===== config.mk =====
export PLATFORM = sky130hd
export DESIGN_NAME = mem_bus_arbiter_flat
export DESIGN_NICKNAME = d
export VERILOG_FILES = /design/src/rtl/mem_bus_arbiter_if.sv /design/src/rtl/mem_bus_arbiter.sv /design/src/flat_wrapper.sv
export SDC_FILE = /design/constraint.sdc
export NUM_CORES = 1
export LEC_CHECK = 0
export CAP_MARGIN = 20
export CORE_AREA = 10 10 188 190
export DETAILED_ROUTE_END_ITERATION = 6
export DIE_AREA = 0 0 198 200
export GPL_TIMING_DRIVEN = 1
export SLEW_MARGIN = 20
export SYNTH_ARGS = -nofsm -noshare
export SYNTH_HDL_FRONTEND = slang
export SYNTH_SLANG_ARGS = --single-unit
export TNS_END_PERCENT = 50

===== constraint.sdc =====
create_clock -name clk -period 2.4 [get_ports clk]
set_input_delay 0.36 -clock clk [delete_from_list [all_inputs] [get_ports clk]]
set_output_delay 0.36 -clock clk [all_outputs]
set_load 0.02 [all_outputs]

===== src/rtl/mem_bus_arbiter_if.sv =====
// rtl/mem_bus_arbiter_if.sv - bundle of IF/LSU requester channels and the shared downstream memory channel
interface mem_bus_arbiter_if #(
    parameter int ADDR_WIDTH = 64,
    parameter int DATA_WIDTH = 64,
    parameter int INST_WIDTH = 32
);
    logic                  if_req_valid;
    logic                  if_req_ready;
    logic [ADDR_WIDTH-1:0] if_addr;
    logic                  if_rsp_valid;
    logic [INST_WIDTH-1:0] if_rsp_data;
    logic                  if_rsp_err;

    logic                  lsu_req_valid;
    logic                  lsu_req_ready;
    logic [ADDR_WIDTH-1:0] lsu_addr;
    logic                  lsu_wen;
    logic [DATA_WIDTH-1:0] lsu_wdata;
    logic [7:0]            lsu_wmask;
    logic                  lsu_rsp_valid;
    logic [DATA_WIDTH-1:0] lsu_rsp_rdata;
    logic                  lsu_rsp_err;

    logic                  mem_req_valid;
    logic                  mem_req_ready;
    logic [ADDR_WIDTH-1:0] mem_addr;
    logic                  mem_wen;
    logic [DATA_WIDTH-1:0] mem_wdata;
    logic [7:0]            mem_wmask;
    logic                  mem_rsp_valid;
    logic [DATA_WIDTH-1:0] mem_rsp_data;

    modport slave (
        input  if_req_valid, if_addr,
        output if_req_ready, if_rsp_valid, if_rsp_data, if_rsp_err,
        input  lsu_req_valid, lsu_addr, lsu_wen, lsu_wdata, lsu_wmask,
        output lsu_req_ready, lsu_rsp_valid, lsu_rsp_rdata, lsu_rsp_err,
        output mem_req_valid, mem_addr, mem_wen, mem_wdata, mem_wmask,
        input  mem_req_ready, mem_rsp_valid, mem_rsp_data
    );

    modport master (
        output if_req_valid, if_addr,
        input  if_req_ready, if_rsp_valid, if_rsp_data, if_rsp_err,
        output lsu_req_valid, lsu_addr, lsu_wen, lsu_wdata, lsu_wmask,
        input  lsu_req_ready, lsu_rsp_valid, lsu_rsp_rdata, lsu_rsp_err,
        input  mem_req_valid, mem_addr, mem_wen, mem_wdata, mem_wmask,
        output mem_req_ready, mem_rsp_valid, mem_rsp_data
    );
endinterface


===== src/rtl/mem_bus_arbiter.sv =====
// rtl/mem_bus_arbiter.sv - round-robin IF/LSU arbiter onto one memory port with one outstanding access and response timeout
module mem_bus_arbiter #(
    parameter int ADDR_WIDTH = 64,
    parameter int DATA_WIDTH = 64,
    parameter int INST_WIDTH = 32,
    parameter int TIMEOUT    = 255
) (
    input  logic             clk,
    input  logic             rst,
    mem_bus_arbiter_if.slave bus
);
    typedef enum logic [1:0] {S_IDLE, S_REQ, S_WAIT} state_e;
    typedef enum logic {OWN_IF, OWN_LSU} owner_e;

    localparam logic [7:0] TIMEOUT_CNT = 8'(TIMEOUT);

    state_e                state_q, state_d;
    owner_e                owner_q, owner_d;
    owner_e                last_grant_q, last_grant_d;
    logic [7:0]            cnt_q, cnt_d;
    logic [ADDR_WIDTH-1:0] addr_q, addr_d;
    logic                  wen_q, wen_d;
    logic [DATA_WIDTH-1:0] wdata_q, wdata_d;
    logic [7:0]            wmask_q, wmask_d;

    logic grant_if, grant_lsu;
    logic if_hs, lsu_hs;
    logic timed_out, rsp_hit, rsp_fire;

    // Under contention the requester that did not win last time gets the port.
    always_comb begin
        grant_if  = 1'b0;
        grant_lsu = 1'b0;
        if (bus.if_req_valid && bus.lsu_req_valid) begin
            grant_lsu = (last_grant_q == OWN_IF);
            grant_if  = ~grant_lsu;
        end else begin
            grant_if  = bus.if_req_valid;
            grant_lsu = bus.lsu_req_valid;
        end
    end

    // rst gates the readies so nothing is offered while reset is held.
    assign if_hs  = (state_q == S_IDLE) && grant_if  && rst;
    assign lsu_hs = (state_q == S_IDLE) && grant_lsu && rst;

    assign timed_out = (state_q == S_WAIT) && (cnt_q == TIMEOUT_CNT);
    assign rsp_hit   = (state_q == S_WAIT) && !timed_out && bus.mem_rsp_valid;
    assign rsp_fire  = timed_out || rsp_hit;

    always_comb begin
        state_d      = state_q;
        owner_d      = owner_q;
        last_grant_d = last_grant_q;
        cnt_d        = cnt_q;
        addr_d       = addr_q;
        wen_d        = wen_q;
        wdata_d      = wdata_q;
        wmask_d      = wmask_q;
        case (state_q)
            S_IDLE: begin
                if (if_hs || lsu_hs) begin
                    owner_d      = lsu_hs ? OWN_LSU : OWN_IF;
                    last_grant_d = lsu_hs ? OWN_LSU : OWN_IF;
                    addr_d       = lsu_hs ? bus.lsu_addr : bus.if_addr;
                    wen_d        = lsu_hs && bus.lsu_wen;
                    wdata_d      = lsu_hs ? bus.lsu_wdata : '0;
                    wmask_d      = lsu_hs ? bus.lsu_wmask : 8'h00;
                    state_d      = S_REQ;
                end
            end
            S_REQ: begin
                if (bus.mem_req_ready) begin
                    state_d = S_WAIT;
                    cnt_d   = '0;
                end
            end
            S_WAIT: begin
                if (rsp_fire) begin
                    state_d = S_IDLE;
                end else begin
                    cnt_d = cnt_q + 8'd1;
                end
            end
            default: state_d = S_IDLE;
        endcase
    end

    always_ff @(posedge clk or negedge rst) begin
        if (!rst) begin
            state_q      <= S_IDLE;
            owner_q      <= OWN_IF;
            last_grant_q <= OWN_IF;
            cnt_q        <= '0;
            addr_q       <= '0;
            wen_q        <= 1'b0;
            wdata_q      <= '0;
            wmask_q      <= '0;
        end else begin
            state_q      <= state_d;
            owner_q      <= owner_d;
            last_grant_q <= last_grant_d;
            cnt_q        <= cnt_d;
            addr_q       <= addr_d;
            wen_q        <= wen_d;
            wdata_q      <= wdata_d;
            wmask_q      <= wmask_d;
        end
    end

    assign bus.if_req_ready  = if_hs;
    assign bus.lsu_req_ready = lsu_hs;

    assign bus.mem_req_valid = (state_q == S_REQ);
    assign bus.mem_addr      = addr_q;
    assign bus.mem_wen       = wen_q;
    assign bus.mem_wdata     = wdata_q;
    assign bus.mem_wmask     = wmask_q;

    assign bus.if_rsp_valid  = rsp_fire && (owner_q == OWN_IF);
    assign bus.if_rsp_err    = timed_out && (owner_q == OWN_IF);
    assign bus.lsu_rsp_valid = rsp_fire && (owner_q == OWN_LSU);
    assign bus.lsu_rsp_err   = timed_out && (owner_q == OWN_LSU);

    // Address bit 2 picks which 32-bit half of the memory word holds the instruction.
    assign bus.if_rsp_data = (rsp_hit && (owner_q == OWN_IF))
                           ? (addr_q[2] ? bus.mem_rsp_data[INST_WIDTH +: INST_WIDTH]
                                        : bus.mem_rsp_data[INST_WIDTH-1:0])
                           : '0;

    assign bus.lsu_rsp_rdata = (rsp_hit && (owner_q == OWN_LSU) && !wen_q)
                             ? bus.mem_rsp_data : '0;
endmodule

===== src/flat_wrapper.sv =====
// flat-port wrapper written by rule: the top's interface ports become plain ports
module mem_bus_arbiter_flat 
#(
    parameter int ADDR_WIDTH = 64,
    parameter int DATA_WIDTH = 64,
    parameter int INST_WIDTH = 32,
    parameter int TIMEOUT    = 255
)
  (clk, rst, bus_if_req_valid, bus_if_addr, bus_if_req_ready, bus_if_rsp_valid, bus_if_rsp_data, bus_if_rsp_err, bus_lsu_req_valid, bus_lsu_addr, bus_lsu_wen, bus_lsu_wdata, bus_lsu_wmask, bus_lsu_req_ready, bus_lsu_rsp_valid, bus_lsu_rsp_rdata, bus_lsu_rsp_err, bus_mem_req_valid, bus_mem_addr, bus_mem_wen, bus_mem_wdata, bus_mem_wmask, bus_mem_req_ready, bus_mem_rsp_valid, bus_mem_rsp_data);
  mem_bus_arbiter_if #(.ADDR_WIDTH(ADDR_WIDTH), .DATA_WIDTH(DATA_WIDTH), .INST_WIDTH(INST_WIDTH)) bus_i ();
  input  logic clk;
  input  logic rst;
  input wire logic [$bits(bus_i.if_req_valid)-1:0] bus_if_req_valid;
  input wire logic [$bits(bus_i.if_addr)-1:0] bus_if_addr;
  output wire logic [$bits(bus_i.if_req_ready)-1:0] bus_if_req_ready;
  output wire logic [$bits(bus_i.if_rsp_valid)-1:0] bus_if_rsp_valid;
  output wire logic [$bits(bus_i.if_rsp_data)-1:0] bus_if_rsp_data;
  output wire logic [$bits(bus_i.if_rsp_err)-1:0] bus_if_rsp_err;
  input wire logic [$bits(bus_i.lsu_req_valid)-1:0] bus_lsu_req_valid;
  input wire logic [$bits(bus_i.lsu_addr)-1:0] bus_lsu_addr;
  input wire logic [$bits(bus_i.lsu_wen)-1:0] bus_lsu_wen;
  input wire logic [$bits(bus_i.lsu_wdata)-1:0] bus_lsu_wdata;
  input wire logic [$bits(bus_i.lsu_wmask)-1:0] bus_lsu_wmask;
  output wire logic [$bits(bus_i.lsu_req_ready)-1:0] bus_lsu_req_ready;
  output wire logic [$bits(bus_i.lsu_rsp_valid)-1:0] bus_lsu_rsp_valid;
  output wire logic [$bits(bus_i.lsu_rsp_rdata)-1:0] bus_lsu_rsp_rdata;
  output wire logic [$bits(bus_i.lsu_rsp_err)-1:0] bus_lsu_rsp_err;
  output wire logic [$bits(bus_i.mem_req_valid)-1:0] bus_mem_req_valid;
  output wire logic [$bits(bus_i.mem_addr)-1:0] bus_mem_addr;
  output wire logic [$bits(bus_i.mem_wen)-1:0] bus_mem_wen;
  output wire logic [$bits(bus_i.mem_wdata)-1:0] bus_mem_wdata;
  output wire logic [$bits(bus_i.mem_wmask)-1:0] bus_mem_wmask;
  input wire logic [$bits(bus_i.mem_req_ready)-1:0] bus_mem_req_ready;
  input wire logic [$bits(bus_i.mem_rsp_valid)-1:0] bus_mem_rsp_valid;
  input wire logic [$bits(bus_i.mem_rsp_data)-1:0] bus_mem_rsp_data;
  assign bus_i.if_req_valid = bus_if_req_valid;
  assign bus_i.if_addr = bus_if_addr;
  assign bus_if_req_ready = bus_i.if_req_ready;
  assign bus_if_rsp_valid = bus_i.if_rsp_valid;
  assign bus_if_rsp_data = bus_i.if_rsp_data;
  assign bus_if_rsp_err = bus_i.if_rsp_err;
  assign bus_i.lsu_req_valid = bus_lsu_req_valid;
  assign bus_i.lsu_addr = bus_lsu_addr;
  assign bus_i.lsu_wen = bus_lsu_wen;
  assign bus_i.lsu_wdata = bus_lsu_wdata;
  assign bus_i.lsu_wmask = bus_lsu_wmask;
  assign bus_lsu_req_ready = bus_i.lsu_req_ready;
  assign bus_lsu_rsp_valid = bus_i.lsu_rsp_valid;
  assign bus_lsu_rsp_rdata = bus_i.lsu_rsp_rdata;
  assign bus_lsu_rsp_err = bus_i.lsu_rsp_err;
  assign bus_mem_req_valid = bus_i.mem_req_valid;
  assign bus_mem_addr = bus_i.mem_addr;
  assign bus_mem_wen = bus_i.mem_wen;
  assign bus_mem_wdata = bus_i.mem_wdata;
  assign bus_mem_wmask = bus_i.mem_wmask;
  assign bus_i.mem_req_ready = bus_mem_req_ready;
  assign bus_i.mem_rsp_valid = bus_mem_rsp_valid;
  assign bus_i.mem_rsp_data = bus_mem_rsp_data;
  mem_bus_arbiter #(.ADDR_WIDTH(ADDR_WIDTH), .DATA_WIDTH(DATA_WIDTH), .INST_WIDTH(INST_WIDTH), .TIMEOUT(TIMEOUT)) u_core (.clk(clk), .rst(rst), .bus(bus_i));
endmodule

==> out/metrics.csv, run 1 <==
metric;value;unit
Max VDD drop;0.0008103;V
Inserted Clock Buffers;17;
RSZ-0062 raised after global routing;yes;
I/O Buffers;510;
DIE HEIGHT;200;um
Initial Util;22.92;%
vias in the first global route;8062;
first-pass GRT wire length;53900;um
Synth warnings;0;
Area after DPL;12880;um2
Post-Synthesis Cells;726;
synth unique cells;33;
Avg Inst Size Synth;9.911;um2
detailed placement HPWL;29320;um
final WL;37740;um
outcome;complete, but fails checks;
setup violators final;65;
Boundary Pins;511;
DIE WIDTH;198;um
CTS tree;yes;
Cell Rows;65;
max_slew headroom;47.41;%
Remaining Overflow, GRT;0;
dpl ws;-216.5;ps
clk slew on worst S/H paths;70;ps
vias per cell;4.590;
f_max;0.3989;GHz
Seq/Total Area, Yosys;51.47;%
GRT Overall Usage;17.95;%
most frequent cells in the layout;407 x clkdlybuf4s50_1, 147 x dfrtp_1, 138 x nand2_1;
final-stage net count;1521;
most common cell after layout, fill and taps aside;clkdlybuf4s50_1;
Die Area;39600;um2
layout cell share with drive strength beyond 1;21.08;%
clock root cell;clkbuf_16;
Net Count, Synth;998;
CTS HTree Levels;4;
WP data arrival;2150;ps
pwr dens;1122;nW/um2
final count of pins violating max slew;0;
gpl congestion;0.8652;
Tmin final;2507;ps
Fillers;3012;
Via Count;7666;
WL per Instance;22.60;um
slew at the pin closest to its max-slew limit;788.9;ps
Final Util;43.72;%
Leak;6.178;nW
CP startpoint;u_core.cnt_q[0];
cells along the critical path;ha_2 -> and3_4 -> nand4_4 -> and4bb_4 -> buf_8 -> buf_12 -> buf_16 -> and2_4 -> buf_6;
clk buf depth;2;
residual DRC count;0;
Post-synth top flop;dfrtp_1;
slowest CP cell;dfrtp_1;
initial antenna violation count;8;
RR Startpoint;u_core.state_q[1];
mapped cell area;7196;um2
CP Max Fanout;8;
Final ANT Viol Nets;0;
Core Box Area;31390;um2
startpoint types;register;
period utilization;104.5;%
worst setup margin;-107.1;ps
Critical Path Sink Type;primary output;
clk sinks;148;
drt initial violations;385;
CP Data Required Time;2040;ps
largest net degree at the start of global routing;130;
Max-cap violations;0;
post-synthesis async set-or-reset flop share;100.0;%
failing checks;negative setup slack;
Hold Crit Class;input port to asynchronous set/reset pin;
synthesized flop and latch total;148;
Setup TNS;-4726;ps
Clk Latency, worst-skew pair;430;ps
design area;13730;um2
CP max stage delay;360;ps
DRT Pass-1 Iters;5;
EDFF count, synth;0;
area grow syn2layout;90.75;%
Post-CTS Hold Buffers;0;
WHS;45.55;ps
Final Skew;11.96;ps
Setup CP Type;register to primary output;
Final Hold Viols;0;
[worst max-delay path, delay by kind of cell (launching register included)]
kind | cells | cell delay, ps
adders and majority gates | 1 | 180
buffers and inverters | 4 | 530
DFF | 1 | 360
and+or+nand+nor | 4 | 630
[state kept, by name, summed over array words and instances (netlist names)]
| signal | flops |
|---|---|
| u_core.cnt_q | 8 |
| u_core.owner_q | 1 |
| u_core.bus.mem_wmask | 8 |
| u_core.bus.mem_addr | 64 |
| u_core.bus.mem_wdata | 64 |
| u_core.state_q | 2 |
| u_core.bus.mem_wen | 1 |
[per-layer routing]
layer | track usage, % | wire, um | vias to the layer above
met4 | 6.008 | 587 | 2
li1 | - | - | 3556
met2 | 32.00 | 19690 | 363
met3 | 7.317 | 3669 | 29
met5 | 0 | 13 | -
met1 | 18.85 | 13780 | 3716
[synthesized netlist by cell type, types with 3 or more instances]
cell type,number,area (um2)
a31oi_1,71,444.2
and2_1,5,31.28
nand2_1,138,518.0
buf_6,3,33.78
buf_2,27,135.1
clkbuf_1,19,71.32
mux2i_1,34,340.3
buf_1,6,22.52
nand3_1,4,20.02
a21oi_1,5,25.02
nor2_1,101,379.1
inv_1,4,15.01
nor3_1,3,15.01
dfrtp_1,148,3704
a22o_1,73,639.4
buf_8,6,90.09
and2_4,60,525.5
[final timing paths]
| kind | cells after the start | to | slack, ps |
|---|---|---|---|
| max | 9 | bus_lsu_rsp_rdata[61] | -110 |
| min | 2 | u_core.bus.mem_wdata[50] | 50 |
| max reg2reg | 8 | u_core.bus.mem_wdata[5] | 430 |
| min reg2reg | 1 | u_core.bus.mem_wdata[16] | 500 |
| max in group asynchronous | 3 | u_core.bus.mem_addr[6] | 1160 |
| min in group clk | 3 | u_core.bus.mem_addr[61] | 490 |
[final cells by class]
class                   instances  area (um2)  share of cell area [%]
diodes                          6       15.01                  0.1094
clock buffers                  17       425.4                   3.099
clock inverters                15       160.2                   1.167
inverters                       4       15.01                  0.1094
multi-input cells             513        3188                   23.23
flip-flops and latches        148        3705                   26.99
well taps                     402       503.0                   3.665
repair buffers                565        5714                   41.63
[metrics by stage]
step	total power, mW	cells
final	15.40	1670
after CTS	15.57	1662
after detailed placement	12.64	1616
after global placement	12.57	1616
after floorplan	8.318	726
after global routing	16.25	1670
[logic make-up (layout without fill, tap and decap cells)]
group | count (synthesis) | after routing | share of synthesized area, %
other | 0 | 6 | 0
and+or+nand+nor | 321 | 321 | 22.00
AOI/OAI and AO/OA | 157 | 157 | 16.52
DFF | 148 | 148 | 51.47
muxes | 34 | 34 | 4.730
adders and majority gates | 1 | 1 | 0.1739
buffers and inverters | 65 | 601 | 5.112
[repair_timing]
action	in CTS	in global routing
pin swaps	33	3
buffers inserted	8	4
gates cloned	7	0
setup endpoints to repair	101	100
resized for setup	519	25
[report_power, final]
group          internal, mW  leakage [nW]  switching [mW]
combinational          4.04          4.05            4.20
sequential             3.72          1.84           0.727
clock                  1.48         0.283            1.23
total                  9.24          6.18            6.16
(Power assumes the default switching activity.)
==> run 2: changes to the inputs <==
--- a/config.mk
+++ b/config.mk
@@ -6,9 +6,9 @@
 export NUM_CORES = 1
 export LEC_CHECK = 0
 export CAP_MARGIN = 20
-export CORE_AREA = 10 10 188 190
+export CORE_AREA = 10 10 191 193
 export DETAILED_ROUTE_END_ITERATION = 6
-export DIE_AREA = 0 0 198 200
+export DIE_AREA = 0 0 201 203
 export GPL_TIMING_DRIVEN = 1
 export SLEW_MARGIN = 20
 export SYNTH_ARGS = -nofsm -noshare
==> constraint.sdc (replaced) <==
create_clock -name clk -period 3 [get_ports clk]
set_input_delay 0.45 -clock clk [delete_from_list [all_inputs] [get_ports clk]]
set_output_delay 0.45 -clock clk [all_outputs]
set_load 0.02 [all_outputs]
==> run 2 against run 1 <==
The flow now finishes without violations. Clock skew shrank 1.1 ps. Die area grew 3.0%. Combinational power shrank 25%. Clock power shrank 17%. Global-route usage shrank 1.0 points. Sequential power shrank 18%. Register-to-register slack gained 200 ps. Critical path type unchanged. Highest routed layer is now met4.
==> out/metrics.csv, run 2 (synthesized netlist as in run 1, its figures left out) <==
metric;value;unit;change
Post-CTS Hold Buffers;0;;unchanged
switching portion of total power;40.00;%;about the same
clk slew on worst S/H paths;70;ps;about the same
reg2reg end;u_core.bus.mem_wdata[7];;
CTS tree;yes;;
WP data arrival;2460;ps;+310 ps
Comb power frac;51.1;%;-2.4 points
Setup TNS;0;ps;+4726 ps
Setup CP Type;register to primary output;;
period utilization;96.89;%;
dpl cells;1631;;+0.93%
final cell count without fillers;1668;;-0.12%
CP Max Fanout;32;;+24
RR Startpoint;u_core.state_q[1];;
WHS;169.3;ps;+123.7 ps
CTS HTree Levels;4;;unchanged
clk sinks;148;;unchanged
Clk Latency, worst-skew pair;430;ps;about the same
slew at the pin closest to its max-slew limit;843.8;ps;+54.94 ps
area grow syn2layout;83.92;%;
RSZ-0062 raised after global routing;no;;
Initial Util;22.17;%;-0.75 points
Critical Path Sink Type;primary output;;
final-stage net count;1481;;-2.6%
Tmin final;2907;ps;
layout cell share with drive strength beyond 1;10.47;%;-11 points
vias per cell;4.402;;-4.1%
outcome;finished, final reports clean;;
first-pass GRT wire length;52870;um;-1.9%
total power;12.07;mW;-22%
Fillers;3267;;+8.5%
final count of pins violating max slew;0;;unchanged
setup violators final;0;;-100%
DIE HEIGHT;203;um;+1.5%
Max-cap violations;0;;unchanged
DRT Pass-1 Iters;7;;+2
residual DRC count;0;;unchanged
f_max;0.3440;GHz;
Max VDD drop;0.0004483;V;-45%
Boundary Pins;511;;unchanged
Via Count;7342;;-4.2%
startpoint types;register;;
vias in the first global route;7646;;-5.2%
Reg2Reg Setup Slack;630;ps;+200 ps
pwr dens;912.3;nW/um2;-19%
max_slew headroom;43.74;%;-3.7 points
most frequent cells in the layout;412 x clkdlybuf4s50_1, 147 x dfrtp_1, 138 x nand2_1;;
Inserted Clock Buffers;17;;unchanged
WL per Instance;21.69;um;-4.0%
gpl congestion;0.8711;;+0.68%
detailed placement HPWL;28360;um;-3.3%
Die Area;40800;um2;+3.0%
clk buf depth;2;;unchanged
Cell Rows;66;;+1.5%
Final ANT Viol Nets;0;;unchanged
most common cell after layout, fill and taps aside;clkdlybuf4s50_1;;
clock share of power;18.7;%;+1.1 points
GRT Overall Usage;16.96;%;-1.0 points
initial antenna violation count;6;;-2
largest net degree at the start of global routing;130;;unchanged
DIE WIDTH;201;um;+1.5%
Final Skew;10.88;ps;-1.083 ps
clock root cell;clkbuf_16;;
I/O Buffers;510;;unchanged
reg2reg path depth;7;;-1
Core Box Area;32450;um2;+3.4%
Leak;5.980;nW;-3.2%
CP Data Required Time;2550;ps;+510 ps
drt initial violations;335;;-13%
final WL;36190;um;-4.1%
Final Hold Viols;0;;unchanged
Hold Crit Class;input port to asynchronous set/reset pin;;
Switch Pwr;4.830;mW;-22%
internal power;7.244;mW;-22%
Remaining Overflow, GRT;0;;unchanged
Flop pwr share;30.1;%;+1.2 points
## run 2: changes by cell type in the layout (fill, tap and decap cells not counted), sizes merged
cell	before	now
clkbuf	18	24
clkdlybuf4s15	1	36
diode	6	4
inv	13	14
clkdlybuf4s50	407	412
clkinvlp	2	1
clkinv	3	2
bufinv	1	2
dlymetal6s2s	0	1
dlygate4sd2	3	53
buf	153	16
## run 2: repair_timing
item,4_1_cts,5_1_grt
gates resized for setup,100,50
cloned,1,0
endpoints found under the setup margin,96,43
setup buffers,0,0
endpoints found under the hold margin,0,0
pin swaps,0,0
## run 2: final cells by class
| cell class | instances | area (um2) | share of cell area (%) |
|---|---|---|---|
| clock inverter | 15 | 181.4 | 1.371 |
| inverter | 4 | 15.01 | 0.1135 |
| clock buffer | 17 | 425.4 | 3.215 |
| sequential | 148 | 3705 | 27.99 |
| antenna | 4 | 10.01 | 0.07564 |
| timing repair buffer | 525 | 5191 | 39.23 |
| multi-input combinational | 513 | 3153 | 23.83 |
| tap | 442 | 553.0 | 4.179 |
## run 2: worst max path at each step
stage / start / end / slack (ps) / cells past startpoint
2_1_floorplan: u_core.cnt_q[0] / bus_lsu_rsp_rdata[10] / 860 / 8
3_3_place_gp: bus_mem_rsp_valid / bus_lsu_rsp_rdata[54] / 250 / 5
3_5_place_dp: u_core.cnt_q[0] / bus_lsu_rsp_rdata[54] / 180 / 7
4_1_cts: u_core.cnt_q[0] / bus_lsu_rsp_rdata[54] / 20 / 7
5_1_grt: u_core.cnt_q[0] / bus_lsu_rsp_rdata[15] / 0.2 / 7
6_report: u_core.cnt_q[0] / bus_lsu_rsp_rdata[55] / 90 / 7
## run 2: power groups by stage
stage / Sequential (mW) / Combinational [mW] / Clock [mW]
2_1_floorplan: 4.68 / 1.97 / 0
3_3_place_gp: 3.63 / 6.27 / 0
3_5_place_dp: 3.64 / 6.31 / 0
4_1_cts: 3.64 / 6.28 / 2.34
5_1_grt: 3.76 / 6.60 / 2.42
6_report: 3.64 / 6.17 / 2.26
## run 2: layer usage
| layer | routed length (um) | track usage (%) | up-vias |
|---|---|---|---|
| met5 | 0 | 0 | - |
| met4 | 582 | 5.085 | 0 |
| met3 | 3215 | 6.591 | 19 |
| met2 | 18100 | 29.23 | 346 |
| met1 | 14290 | 18.96 | 3500 |
| li1 | - | - | 3477 |
## run 2: critical path, cell delays in order (launching register included)
cell	delay, ps
dfrtp_1	430
ha_1	240
and3_1	230
nand4_4	120
and4bb_4	320
buf_12	200
and2_4	150
clkdlybuf4s15_1	310
## run 2: through the flow
| step | util (%) | worst slack (ps) | instance area [um2] |
|---|---|---|---|
| 2_1_floorplan | - | 863.1 | 7196 |
| 3_3_place_gp | 39.08 | 251.0 | 12680 |
| 3_5_place_dp | 39.08 | 175.8 | 12680 |
| 4_1_cts | 40.69 | 18.23 | 13200 |
| 5_1_grt | 40.77 | 0.1974 | 13230 |
| 6_report | 40.78 | 93.43 | 13230 |
